## config.mk

```make
export PLATFORM = sky130hd
export DESIGN_NAME = apb_reg_bridge
export DESIGN_NICKNAME = d
export VERILOG_FILES = /design/src/rtl/apb_reg_bridge_pkg.sv /design/src/rtl/apb_reg_bridge.sv
export SDC_FILE = /design/constraint.sdc
export NUM_CORES = 1
export LEC_CHECK = 0
export BUFFER_PORTS_ARGS = -buffer_cell sky130_fd_sc_hd__clkbuf_2
export CAP_MARGIN = 20
export CORE_UTILIZATION = 45
export CTS_CLUSTER_SIZE = 8
export DETAILED_ROUTE_END_ITERATION = 6
export PLACE_DENSITY = 0.74
export SETUP_SLACK_MARGIN = 0.2
export SLEW_MARGIN = 20
export SYNTH_ARGS = -nofsm -noshare
export SYNTH_HDL_FRONTEND = slang
export SYNTH_SLANG_ARGS = --single-unit
```

## constraint.sdc

```tcl
create_clock -name clk -period 5.4 [get_ports clk]
set_clock_uncertainty 0.2 [all_clocks]
set_input_delay 0.81 -clock clk [delete_from_list [all_inputs] [get_ports clk]]
set_output_delay 0.81 -clock clk [all_outputs]
set_load 0.01 [all_outputs]
```

## src/rtl/apb_reg_bridge_pkg.sv

```systemverilog
// Shared types and constants for the APB to register-port bridge.
package apb_reg_bridge_pkg;

  typedef enum logic [1:0] {IDLE, ISSUE, WAIT, RESP} bridge_state_t;

  localparam int unsigned WORD_LSB = 2;

endpackage

```

## src/rtl/apb_reg_bridge.sv

```systemverilog
// APB3 completer driving a single-cycle cs/we register port with a fixed response latency.
// Alignment and range are checked at setup; bad addresses complete immediately with an error.
module apb_reg_bridge
  import apb_reg_bridge_pkg::*;
#(
  parameter int unsigned DATA_WIDTH    = 32,
  parameter int unsigned ADDRESS_WIDTH = 8,
  parameter int unsigned PADDR_WIDTH   = 12,
  parameter int unsigned RESP_LATENCY  = 1
) (
  input  logic                     clk,
  input  logic                     reset,
  input  logic                     psel,
  input  logic                     penable,
  input  logic                     pwrite,
  input  logic [PADDR_WIDTH-1:0]   paddr,
  input  logic [DATA_WIDTH-1:0]    pwdata,
  output logic                     pready,
  output logic [DATA_WIDTH-1:0]    prdata,
  output logic                     pslverr,
  output logic                     reg_cs,
  output logic                     reg_we,
  output logic [ADDRESS_WIDTH-1:0] reg_address,
  output logic [DATA_WIDTH-1:0]    reg_write_data,
  input  logic [DATA_WIDTH-1:0]    reg_read_data,
  input  logic                     reg_error
);

  localparam int unsigned CNT_W = $clog2(RESP_LATENCY + 1);
  localparam logic [CNT_W-1:0] CNT_LOAD = CNT_W'(RESP_LATENCY - 1);

  bridge_state_t    state;
  logic [CNT_W-1:0] cnt;
  logic             write_q;
  logic             aborted;
  logic             hi_bad;
  logic             addr_bad;

  // When the APB space exactly matches the register space there are no upper bits to check.
  if (PADDR_WIDTH > ADDRESS_WIDTH + WORD_LSB) begin : g_hi_chk
    assign hi_bad = |paddr[PADDR_WIDTH-1:ADDRESS_WIDTH+WORD_LSB];
  end else begin : g_no_hi_chk
    assign hi_bad = 1'b0;
  end

  assign addr_bad = (|paddr[WORD_LSB-1:0]) | hi_bad;

  always_ff @(posedge clk or posedge reset) begin
    if (reset) begin
      state          <= IDLE;
      cnt            <= '0;
      write_q        <= 1'b0;
      aborted        <= 1'b0;
      pready         <= 1'b0;
      prdata         <= '0;
      pslverr        <= 1'b0;
      reg_cs         <= 1'b0;
      reg_we         <= 1'b0;
      reg_address    <= '0;
      reg_write_data <= '0;
    end else begin
      reg_cs <= 1'b0;
      reg_we <= 1'b0;
      pready <= 1'b0;
      unique case (state)
        IDLE: begin
          if (psel && !penable) begin
            write_q        <= pwrite;
            aborted        <= 1'b0;
            reg_address    <= paddr[ADDRESS_WIDTH+WORD_LSB-1:WORD_LSB];
            reg_write_data <= pwdata;
            if (addr_bad) begin
              state   <= RESP;
              pready  <= 1'b1;
              pslverr <= 1'b1;
            end else begin
              state  <= ISSUE;
              reg_cs <= 1'b1;
              reg_we <= pwrite;
            end
          end
        end
        ISSUE: begin
          cnt   <= CNT_LOAD;
          state <= WAIT;
          if (!psel) aborted <= 1'b1;
        end
        WAIT: begin
          if (cnt == '0) begin
            // The downstream access has finished; an abandoned transfer just returns to idle.
            if (aborted || !psel) begin
              state <= IDLE;
            end else begin
              state   <= RESP;
              pready  <= 1'b1;
              pslverr <= reg_error;
              prdata  <= (!write_q && !reg_error) ? reg_read_data : '0;
            end
          end else begin
            cnt <= cnt - CNT_W'(1);
            if (!psel) aborted <= 1'b1;
          end
        end
        RESP: begin
          state   <= IDLE;
          pslverr <= 1'b0;
          prdata  <= '0;
        end
        default: state <= IDLE;
      endcase
    end
  end

endmodule

```

# Word level (Yosys, flattened, before mapping)

Cells that the tools add are included.

Flip-flop bits (word level): 81
Bits in latches: 0
Bits in writable memories: 0
Bits in read-only memories: 0
Logic and storage cells: 71
Memories kept: 0

Add/sub/neg operators: 1
Multipliers: 0
Divide/modulo/power cells: 0
$lt $le $gt $ge: 0
Eq/ne operators: 8
Shifts and indexed selects: 0
Muxes and demuxes: 31
Bitwise operators: 1
Reduce and logical (&&, ||, !) cells: 19

Operators with widths:

| kind                | count |
|---|---|
| $mux 32             | 3 |
| $pmux 32 s2         | 1 |
| $mux 1              | 18 |
| $ne 2x2->1 const B  | 5 |
| $mux 2              | 4 |
| $pmux 2 s4          | 1 |
| $pmux 1 s3          | 2 |
| $reduce_and 3->1    | 2 |
| $reduce_bool 3->1   | 2 |
| $reduce_and 5->1    | 1 |
| $eq 2x2->1 const B  | 2 |
| $logic_not 1->1     | 4 |
| $pmux 1 s2          | 2 |
| $reduce_and 2->1    | 2 |
| $reduce_bool 2->1   | 2 |
| $reduce_or 2->1     | 2 |
| $eq 2x1->1 const B  | 1 |
| $logic_and 1x1->1   | 2 |
| $logic_not 2->1     | 1 |
| $logic_or 1x1->1    | 1 |
| $or 1x1->1          | 1 |
| $sub 1x1->1 const B | 1 |

# Logic depth before layout (Yosys ltp)

Gate-level depths: netlist of run 1.

Depth after elaboration: 6
Depth in mapped cells: 8

# Least setup slack after synthesis of run 1

OpenSTA, ideal clock, no wires.

Path kind: input -> register
Start point: input port paddr[1]
End point: register pslverr
Library setup time: 0.125 ns
Arrival: 1.595 ns
Setup slack: 3.480 ns
Stages: 4
Buffers on the path: 0
Cell sequence: nor4_4 nand2_1 nand3b_1 mux2_2

Longest elaborated chain between the ends: 4

Ends and longest elaborated chain:

| what                              | RTL line             | RTL |
|---|---|---|
| start, declared                   | apb_reg_bridge.sv:16 | `input logic [PADDR_WIDTH-1:0] paddr,` |
| $reduce_or 2->1                   | apb_reg_bridge.sv:46 | `assign addr_bad = (\|paddr[WORD_LSB-1:0]) \| hi_bad;` |
| $or 1x1->1                        | apb_reg_bridge.sv:46 |  |
| $ne 2x2->1 (no source line)       | -                    |  |
| $reduce_and 5->1 (no source line) | -                    |  |
| end signal, assigned              | apb_reg_bridge.sv:96 | `pslverr <= reg_error;` |
| end, declared                     | apb_reg_bridge.sv:20 | `output logic pslverr,` |

Every way passes these cells.
A chain may end at the register's enable or synchronous reset.

# Final worst setup path of run 1

Start point: register state[0]
End point: register reg_we

Longest elaborated chain between the ends: 2

Ends and longest elaborated chain:

| what                   | RTL line             | RTL |
|---|---|---|
| start, declared        | apb_reg_bridge.sv:32 | `bridge_state_t state;` |
| start signal, assigned | apb_reg_bridge.sv:50 | `state <= IDLE;` |
| start signal, assigned | apb_reg_bridge.sv:73 | `state <= RESP;` |
| start signal, assigned | apb_reg_bridge.sv:77 | `state <= ISSUE;` |
| $logic_not 2->1        | apb_reg_bridge.sv:65 | `unique case (state)` |
| $mux 1                 | apb_reg_bridge.sv:65 |  |
| end signal, assigned   | apb_reg_bridge.sv:79 | `reg_we <= pwrite;` |
| end, declared          | apb_reg_bridge.sv:22 | `output logic reg_we,` |

Every way passes these cells.

==> summary.txt, run 1 <==
Status
  • Status: complete, no violations

Global route
  • Global route overflow: 0
  • First-pass GRT wire length: 11,600 microns
  • Via count of the first global-routing pass: 2,628
  • All-Layer GR Usage: 19.2%
  • Met3 Use GR: 4.38%
  • Global route hottest layer: met2
  • Antenna violations before repair: 0
  • Largest net degree at the start of global routing: just over 80
  • Global-route met2 utilization: about a third
  • Met1 track demand over resource: 23.1%

CTS
  • Source-to-sink clock delay at the later pin of the worst-skew pair: around 0.33 ns
  • Clock-pin transition on the worst setup and hold timing paths: about 0.08 ns
  • Number of buffers created by CTS: 9
  • H-tree levels: 3
  • Clock Root Buffer: clkbuf_8
  • Clock tree sinks: 80
  • Number of hold buffers added after cts: 0
  • Max Buffers Root-to-Sink: 2
  • Number of cells upsized or downsized after cts: 0
  • Buffers inserted during post-CTS setup optimization: 0
  • CTS tree: done

Power
  • Leakage power summed over all cells: approximately 2.5 nW
  • Internal power: ~1.4 mW
  • Power, Total: approximately 2.3 mW
  • Sequential power share: a little over two fifths
  • Switching Share: about two fifths
  • Peak VDD IR: about 0.25 mV
  • Clock group share of total power: about 18%
  • Cell area power density: around 530 nW/um^2
  • Net load switching power: around 920 uW
  • Combinational Power Share: 40.2%

Die
  • Core box area: roughly 7300 sq um
  • Number of core rows: 31
  • Effective utilization at floorplan: between 40% and 50%
  • Die height: 88.5 microns
  • Ports placed on the boundary: between 150 and 200
  • Floorplan die area: roughly 7800 sq um
  • Chip Width: between 80 and 90 microns

Placement
  • Placed instance count: about 600
  • DP Area: between 4000 and 5000 sq um
  • Detail Placement HPWL: around 5100 microns
  • Weighted congestion reported at the end of routability-driven placement: about 0.71
  • Count of input and output buffers: ~160

Yosys
  • Area contributors post-synth: dfrtp_1 59%, nand2_1 21%, o21ai_2 7.5%
  • Prevailing post-synth register cell: dfrtp_1
  • Number of warnings printed during yosys synthesis: 0
  • Async set-reset flop share out of synthesis: 100%
  • Area share of the leading cell type in the synthesized netlist: roughly three fifths
  • Ranking of synthesized cells by instance count: 189 x nand2_1, 80 x dfrtp_1, 29 x o21ai_2
  • Number of standard cells after synthesis: around 350
  • Seq/Total Area, Yosys: between 50% and 60%
  • Area leader, netlist: dfrtp_1
  • Post-Synthesis Mean Instance Area: 9.59 sq um
  • Synthesized netlist net count: ~440
  • Most frequent cell after synthesis: nand2_1
  • EDFF count, synth: 0
  • Netlist cell types: 29
  • Synthesized area: ~3400 sq um
  • Register bit total from synthesis: 80

Critical path
  • Peak per-stage delay on the critical path: 0.87 ns
  • Critical path buffer and inverter count: 2
  • Worst EP required: around 5.5 ns
  • Worst setup SP type: flip-flop
  • Setup crit end kind: flip-flop
  • Worst path top cell family by delay: buffers and inverters
  • Slowest cell on the critical path: inv_2
  • Crit-path max FO: 46
  • Class of the most critical setup path: flip-flop to flip-flop
  • Critical path data arrival time: 3.02 ns
  • Worst setup slack for register-to-register paths: between 2 and 2.5 ns
  • List of cells traversed by the critical path: inv_1, ha_1, nand3b_2, inv_2, and3_1

Timing
  • Max-slew violation count: 0
  • Slew margin rel.: 36.8%
  • Fmax: about 0.34 GHz
  • Final sum of negative setup slack: 0 ns
  • Unrepaired setup endpoints after global routing: false
  • Time the final worst path needs with I/O delays and setup: approximately 3.0 ns
  • Ratio of final minimum period to clock period: approximately 55%
  • Worst slew pin tran: between 0.9 and 1 ns
  • Number of hold violations in the final report: 0
  • Final-report setup violation count: 0

Detailed routing
  • Vias per inst: ~4.6
  • Total routed wirelength: 7220 microns
  • Number of design-rule violations left by the first detailed-router iteration: 71
  • First-pass DRT Iterations: 4
  • Routed length per placed instance: between 10 and 15 microns
  • ANT nets after route: 0
  • DRC: 0
  • Vias: ~2,800

Layout
  • Proportion of layout cells with a drive suffix above 1: a little over two fifths
  • Final nets: a little under 600
  • Synth-to-Final Area Change: 30.6%
  • Total non-filler cell area in the finished layout: between 4000 and 5000 sq um
  • Antenna Cells: 0
  • Non-filler cells in the finished layout: 609

Min path
  • Path category of the worst min-delay check: flip-flop to flip-flop

Flow run
  • Number of max-cap violations: 0
## worst reg2reg max path: stages, from the launching register on
cell	delay [ns]
dfrtp_1	0.43
inv_1	0.11
ha_1	0.29
nand3b_2	0.72
inv_2	0.87
and3_1	0.27
## metal layers
metal / routed length [microns] / vias to the layer above
met5: 0 / -
met4: 87 / 0
met3: 536 / 8
met2: 3440 / 109
met1: 3160 / 1249
li1: - / 1416
## sequential cells by signal, summed over array words and instances (netlist names), 2 cells and up
register	flops
reg_write_data	32
reg_address	8
state	2
prdata	32
## path summary, 6_finish.rpt
kind | startpoint | endpoint | cells after the start
setup reg to reg | state[0] | reg_we | 5
hold reg to reg | prdata[15] | prdata[15] | 2
hold / removal | prdata[15] | prdata[15] | 2
setup / recovery | state[0] | reg_we | 5
max in group asynchronous | reset | prdata[24] | 4
min in group asynchronous | reset | reg_write_data[11] | 3
## power groups by stage
stage	Sequential [mW]	Combinational [mW]	Clock, mW
floorplan	1.09	0.543	0
global placement	0.989	0.922	0
detailed placement	0.995	0.958	0
CTS	0.989	0.957	0.434
global route	1.02	1.07	0.454
finish	0.987	0.941	0.414
## cell families (layout without fill, tap and decap cells)
kind of cell             count (synthesis)  in the layout  share of synthesized area, %
multiplexers                             2              2                         0.632
adder cells (fa/ha/maj)                  4              4                          1.49
AO/OA/AOI/OAI                           41             41                          9.89
AND/OR/NAND/NOR                        201            201                          24.1
flip-flops                              80             80                          59.5
buffers and inverters                   23            182                          4.42
## cell usage in the layout (no fill, tap or decap), types with 2 or more instances in the layout
master,netlist,layout
a21oi_1,3,3
and3_1,2,2
buf_4,1,2
clkbuf_2,0,157
clkbuf_8,0,9
clkinv_2,0,4
clkinvlp_4,0,2
dfrtp_1,80,80
ha_1,4,4
inv_1,4,3
nand2_1,189,189
nor2_1,2,2
nor2b_1,2,2
o21ai_1,4,4
o21ai_2,29,29
## final cells by class
cell class / count / area [sq um]
fillers: 666 / 2860
repair buffers: 161 / 840
inverters: 5 / 20.0
clock inverters: 6 / 60.1
clock buffers: 10 / 128
well taps: 99 / 124
multi-input cells: 248 / 1220
flip-flops and latches: 80 / 2000
## metrics by stage
step           hold WS, ns  worst slack (ns)  util [%]
5_1_grt              0.308              2.17      60.6
3_3_place_gp         0.258              2.26      57.5
2_1_floorplan        0.266              2.34         -
6_report             0.278              2.44      60.6
4_1_cts              0.281              2.39      60.2
3_5_place_dp         0.261              2.24      57.6
(Power assumes the default switching activity.)
==> inputs of run 2 (changes only) <==
clock period = 2.9 ns   (was 5.4 ns; I/O delays follow)
==> run 2 against run 1 <==
  * Register-to-register slack got worse by 1.6 ns
  * Highest routed layer unchanged
  * Combinational power grew 89%
  * Die area did not move
  * Fmax increased by 42%
  * Critical path depth stayed put
  * Clock-buffer cell count is 1 higher
  * Sequential share of layout area is 0.13 points lower
  * Cell count increased by 0.16%
  * Hold slack got worse by 0.19 ns
==> summary.txt, run 2 (synthesis gave the netlist of run 1 again) <==
Status
  • Status: complete, no violations

Timing
  • Final-report setup violation count: 0
  • Number of hold violations in the final report: 0
  • Worst slew pin tran: 0.664 ns
  • Ratio of final minimum period to clock period: a little under three quarters
  • Fmax: 0.481 GHz
  • Slew margin rel.: between 50 and 60%
  • Unrepaired setup endpoints after global routing: false
  • Final sum of negative setup slack: 0 ns
  • Smallest hold slack: 0.0886 ns
  • Max-slew violation count: 0
  • Time the final worst path needs with I/O delays and setup: slightly above 2 ns

Layout
  • Synth-to-Final Area Change: 30.9%
  • Most frequent cells in the layout: 189 x nand2_1, 157 x clkbuf_2, 80 x dfrtp_1, 29 x o21ai_2, 9 x clkbuf_8
  • Leading registers by flop count: prdata (32), reg_write_data (32), reg_address (8)
  • Most common library cell in the layout ignoring fill and taps: nand2_1
  • Proportion of layout cells with a drive suffix above 1: roughly two fifths
  • Final cell utilization of the core: about three fifths
  • Final nets: about 600
  • Filler instances: 676
  • Antenna Cells: 0

Detailed routing
  • DRC: 0
  • ANT nets after route: 0
  • Vias per inst: roughly 4.6
  • Vias: between 2,000 and 3,000
  • Routed length per placed instance: around 12 microns
  • First-pass DRT Iterations: 4
  • Number of design-rule violations left by the first detailed-router iteration: approximately 100
  • Total routed wirelength: around 7300 microns

Global route
  • Via count of the first global-routing pass: between 2,000 and 3,000
  • All-Layer GR Usage: between 10% and 20%
  • Antenna violations before repair: 0
  • First-pass GRT wire length: ~12,000 microns
  • Global route overflow: 0
  • Largest net degree at the start of global routing: between 60 and 70

Critical path
  • List of cells traversed by the critical path: inv_1, ha_1, nand3b_2, inv_2, and3_1
  • Critical path buffer and inverter count: 2
  • Class of the most critical setup path: flip-flop to flip-flop
  • Worst EP required: around 3 ns
  • Worst setup SP type: flip-flop
  • Crit-path max FO: between 40 and 50
  • Critical path data arrival time: roughly 2.2 ns
  • Slowest cell on the critical path: inv_2
  • Worst path top cell family by delay: buffers and inverters
  • Setup crit end kind: flip-flop
  • Peak per-stage delay on the critical path: approximately 0.54 ns

CTS
  • Buffers inserted during post-CTS setup optimization: 0
  • Number of buffers created by CTS: 9
  • Clock tree sinks: 80
  • Clock Root Buffer: clkbuf_8
  • Max Buffers Root-to-Sink: 2
  • CTS tree: done
  • Source-to-sink clock delay at the later pin of the worst-skew pair: about 0.33 ns
  • H-tree levels: 3
  • Clock-pin transition on the worst setup and hold timing paths: 0.08 ns

Die
  • Floorplan die area: between 7000 and 8000 sq um
  • Effective utilization at floorplan: ~46%
  • Core box area: 7250 sq um
  • Number of core rows: 31
  • Die height: between 80 and 90 microns
  • Chip Width: a little under 90 microns
  • Ports placed on the boundary: 158

Power
  • Cell area power density: 999 nW/um^2
  • Peak VDD IR: approximately 0.48 mV
  • Power, Total: around 4.4 mW
  • Leakage power summed over all cells: between 2 and 2.5 nW

Min path
  • Path category of the worst min-delay check: input pin to flip-flop

Flow run
  • Number of max-cap violations: 0

Placement
  • Detail Placement HPWL: between 5000 and 6000 microns
  • Weighted congestion reported at the end of routability-driven placement: 0.769
  • Count of input and output buffers: roughly 160
==> run 2: path summary, 6_finish.rpt <==
| kind | start | slack (ns) | endpoint | depth (start not counted) |
|---|---|---|---|---|
| max in group asynchronous | reset | 1.38 | write_q | 4 |
| max reg2reg | state[0] | 0.82 | reg_we | 5 |
| min reg2reg | reg_write_data[10] | 0.28 | reg_write_data[10] | 2 |
| min in group asynchronous | reset | 0.47 | reg_write_data[7] | 3 |
| max | state[0] | 0.82 | reg_we | 5 |
| min | paddr[2] | 0.09 | reg_address[0] | 3 |
==> run 2: per-stage QoR <==
stage	instances	worst slack, ns	instance area (sq um)
final	610	0.820	4410
after global routing	610	0.610	4410
after CTS	610	0.793	4410
after detailed placement	593	0.804	4210
after global placement	593	0.904	4210
after floorplan	351	0.213	3370
==> run 2: worst min-delay path, cell delays in order <==
cell and delay [ns]:
clkbuf_2 0.07, nand2_1 0.04, nand2_1 0.04
==> run 2: what timing repair did <==
| item | CTS | global route |
|---|---|---|
| resized for setup | 0 | 0 |
| endpoints found under the setup margin | 0 | 0 |
| hold buffers | 1 | 0 |
| endpoints found under the hold margin | 30 | 0 |
==> run 2: final cells by class <==
cell class	count	area, sq um	share of cell area, %
multi-input combinational	248	1220	27.7
tap	99	124	2.81
timing repair buffer	162	851	19.3
clock inverter	5	57.6	1.31
clock buffer	11	131	2.98
inverter	5	20.0	0.454
sequential	80	2000	45.4
==> run 2: per-layer routing <==
layer | vias up | GRT usage [%] | wire (microns)
met3 | 8 | 4.48 | 538
met1 | 1273 | 22.1 | 3140
met2 | 105 | 34.3 | 3510
li1 | 1410 | - | -
met5 | - | 0 | 0
met4 | 0 | 6.60 | 85
==> run 2: report_power, final <==
part	leakage, nW	switching [mW]	internal, mW
clock network	0.0856	0.387	0.397
registers	1.03	0.262	1.57
logic	1.35	1.08	0.705
total	2.46	1.73	2.67
==> inputs of run 3 (changes only) <==
ABC_AREA = 1   (was unset)
clock period = 2.1 ns   (was 2.9 ns; I/O delays follow)
==> run 3 against run 2 <==
  * Via count is 19% higher
  * Combinational power increased by 39%
  * Register-to-register slack lost 0.49 ns
  * Utilization rose by 7.3 points
  * Clock power grew 52%
  * Clock-buffer cell count grew 1
  * Power increased by 38%
  * Synthesized cell count increased by 5.7%
  * Sequential share of layout area fell by 4.6 points
  * Cell count is 11% higher
  * Critical path depth up 2
  * Sequential power rose by 33%
==> summary.txt, run 3 <==
Layout
  • Final nets: 657
  • Most common library cell in the layout ignoring fill and taps: clkbuf_2
  • Final cell utilization of the core: around 68%
  • Antenna Cells: 0
  • Filler instances: 582
  • Synth-to-Final Area Change: 46.8%
  • Leading registers by flop count: prdata (32), reg_write_data (32), reg_address (8)
  • Most frequent cells in the layout: 157 x clkbuf_2, 122 x nand2_1, 107 x nand3_1, 80 x dfrtp_1, 47 x dlygate4sd3_1
  • Proportion of layout cells with a drive suffix above 1: approximately a third

Power
  • Power, Total: about 6.1 mW
  • Peak VDD IR: about 0.59 mV
  • Cell area power density: 1240 nW/um^2
  • Leakage power summed over all cells: 2.80 nW

CTS
  • H-tree levels: 3
  • Source-to-sink clock delay at the later pin of the worst-skew pair: about 0.33 ns
  • Max Buffers Root-to-Sink: 2
  • Clock Root Buffer: clkbuf_8
  • Clock-pin transition on the worst setup and hold timing paths: around 0.080 ns
  • Clock tree sinks: 80
  • CTS tree: done
  • Number of buffers created by CTS: 9
  • Buffers inserted during post-CTS setup optimization: 0

Timing
  • Worst slew pin tran: 0.536 ns
  • Fmax: between 0.5 and 0.6 GHz
  • Final sum of negative setup slack: 0 ns
  • Number of hold violations in the final report: 0
  • Final-report setup violation count: 0
  • Unrepaired setup endpoints after global routing: false
  • Ratio of final minimum period to clock period: between 80% and 90%
  • Time the final worst path needs with I/O delays and setup: 1.77 ns
  • Max-slew violation count: 0
  • Slew margin rel.: around 64%

Yosys
  • Netlist cell types: 18
  • Number of standard cells after synthesis: approximately 370
  • Simple-Gate Fraction of Synth Area: a little under a third
  • Proportion of synthesized area in mux cells: 0%
  • Post-Synthesis Mean Instance Area: between 9 and 10 sq um
  • Most frequent cell after synthesis: nand2_1
  • Number of warnings printed during yosys synthesis: 0
  • Async set-reset flop share out of synthesis: 100%
  • Area leader, netlist: dfrtp_1
  • Adder-cell area share of the yosys netlist: 1.50%
  • Register bit total from synthesis: 80
  • Share of the synthesized netlist area taken by xor and xnor gates: 0%
  • Synthesized area: 3340 sq um
  • Synthesized netlist net count: around 460
  • Seq/Total Area, Yosys: between 50% and 60%
  • Area share of the leading cell type in the synthesized netlist: about 60%
  • Ranking of synthesized cells by instance count: 122 x nand2_1, 107 x nand3_1, 80 x dfrtp_1
  • Prevailing post-synth register cell: dfrtp_1
  • Fraction of the mapped netlist area in compound gates: roughly 1.5%
  • Area contributors post-synth: dfrtp_1 60%, nand3_1 16%, nand2_1 14%
  • EDFF count, synth: 0
  • Main combinational cell family by area after synthesis: simple AND/OR/NAND/NOR gates

Die
  • Number of core rows: 31
  • Floorplan die area: 7780 sq um
  • Ports placed on the boundary: approximately 160
  • Effective utilization at floorplan: 46.4%
  • Die height: ~90 microns
  • Core box area: 7210 sq um
  • Chip Width: roughly 90 microns

Detailed routing
  • Total routed wirelength: 9110 microns
  • Vias per inst: approximately 5
  • DRC: 0
  • Number of design-rule violations left by the first detailed-router iteration: 93
  • Vias: approximately 3,300
  • Routed length per placed instance: around 13 microns
  • ANT nets after route: 0
  • First-pass DRT Iterations: 6

Global route
  • Global route overflow: 0
  • Antenna violations before repair: 0
  • First-pass GRT wire length: roughly 14,000 microns
  • Via count of the first global-routing pass: 3,015
  • Largest net degree at the start of global routing: 44
  • All-Layer GR Usage: between 20 and 25%

Min path
  • Path category of the worst min-delay check: input pin to flip-flop
  • Launch point of the worst hold path: reg_read_data[15]
  • Worst-case hold path end point: prdata[15]
  • Cells on Worst Hold Path: 3

Critical path
  • Slowest cell on the critical path: dfrtp_1
  • Worst-case reg-to-reg path depth: 7
  • Worst path top cell family by delay: buffers and inverters
  • Capture instance of the worst register-to-register path: prdata[5]
  • Critical path buffer and inverter count: 3
  • Worst setup slack for register-to-register paths: ~0.33 ns
  • Critical path depth in cells: 7
  • Worst EP required: approximately 2.2 ns
  • Class of the most critical setup path: flip-flop to flip-flop
  • Startpoint of the worst setup timing path: state[0]
  • Worst setup SP type: flip-flop
  • Peak per-stage delay on the critical path: 0.42 ns
  • List of cells traversed by the critical path: inv_1, ha_1, inv_2, nand2_2, buf_6, nand3_1, nand2_1
  • Worst R2R Start: state[0]
  • Setup crit end kind: flip-flop
  • Crit-path max FO: 31
  • Critical path data arrival time: 1.85 ns

Flow run
  • Number of max-cap violations: 0

Placement
  • Count of input and output buffers: between 150 and 200
  • Weighted congestion reported at the end of routability-driven placement: roughly 0.75
  • Detail Placement HPWL: around 5700 microns

Status
  • Status: complete, no violations
run 3: cell count changes after synthesis, moves of 2 or more:
cell / before / now
o21ai_2: 29 / 0
buf_6: 5 / 1
nand2_1: 189 / 122
nand3_1: 0 / 107
buf_2: 4 / 22
nor2b_1: 2 / 0
o21ai_0: 1 / 5
clkbuf_1: 7 / 0
nor2_1: 2 / 6
nand2_2: 0 / 3
inv_1: 4 / 8
and3_1: 2 / 0
o21ai_1: 4 / 0
run 3: power by group:
group | total [mW] | switching, mW | internal, mW
registers | 2.44 | 0.330 | 2.11
logic | 2.47 | 1.53 | 0.940
clock network | 1.19 | 0.540 | 0.647
run 3: what timing repair did:
item,in CTS,in global routing
hold buffers,47,0
resized for setup,0,3
setup endpoints to repair,0,17
endpoints found under the hold margin,126,0
run 3: final cells by class:
cell class	instances	area [sq um]	share of cell area [%]
Inverter	10	41.3	0.841
Clock inverter	4	51.3	1.05
Tap cell	99	124	2.52
Sequential cell	80	2000	40.8
Multi-Input combinational cell	256	1190	24.2
Timing Repair Buffer	214	1340	27.3
Clock buffer	12	165	3.36
run 3: logic make-up (layout without fill, tap and decap cells):
kind of cell,count (synthesis),in the layout
compound gates,10,10
fa+ha+maj,4,4
buf+inv,35,240
flops,80,80
simple gates,242,242
run 3: how the worst max path moves through the flow:
| stage | slack, ns | end |
|---|---|---|
| after detailed placement | 0.34 | prdata[8] |
| after CTS | 0.29 | prdata[20] |
| after global routing | 0.20 | prdata[25] |
| final | 0.33 | prdata[5] |
| after global placement | 0.44 | prdata[12] |
| after floorplan | 0.58 | prdata[10] |
run 3: worst min-delay path, cell delays in order:
cell and delay, ns:
clkbuf_2 0.08, nand3_1 0.07, nand2_1 0.05
run 3: routing by layer:
metal,global-route usage (%),up-vias,routed length [microns]
met1,29.7,1542,3840
met5,0,-,0
met3,4.57,12,655
li1,-,1614,-
met2,38.5,148,4490
met4,8.80,0,118
run 3: metrics by stage:
step	hold slack (ns)	setup WS, ns	cell area (sq um)	cells
after floorplan	0.246	0.582	3350	371
after detailed placement	0.259	0.341	4210	612
after CTS	0.000880	0.291	4890	675
after global placement	0.253	0.436	4210	612
final	0.0118	0.327	4910	675
after global routing	0.00155	0.203	4910	675
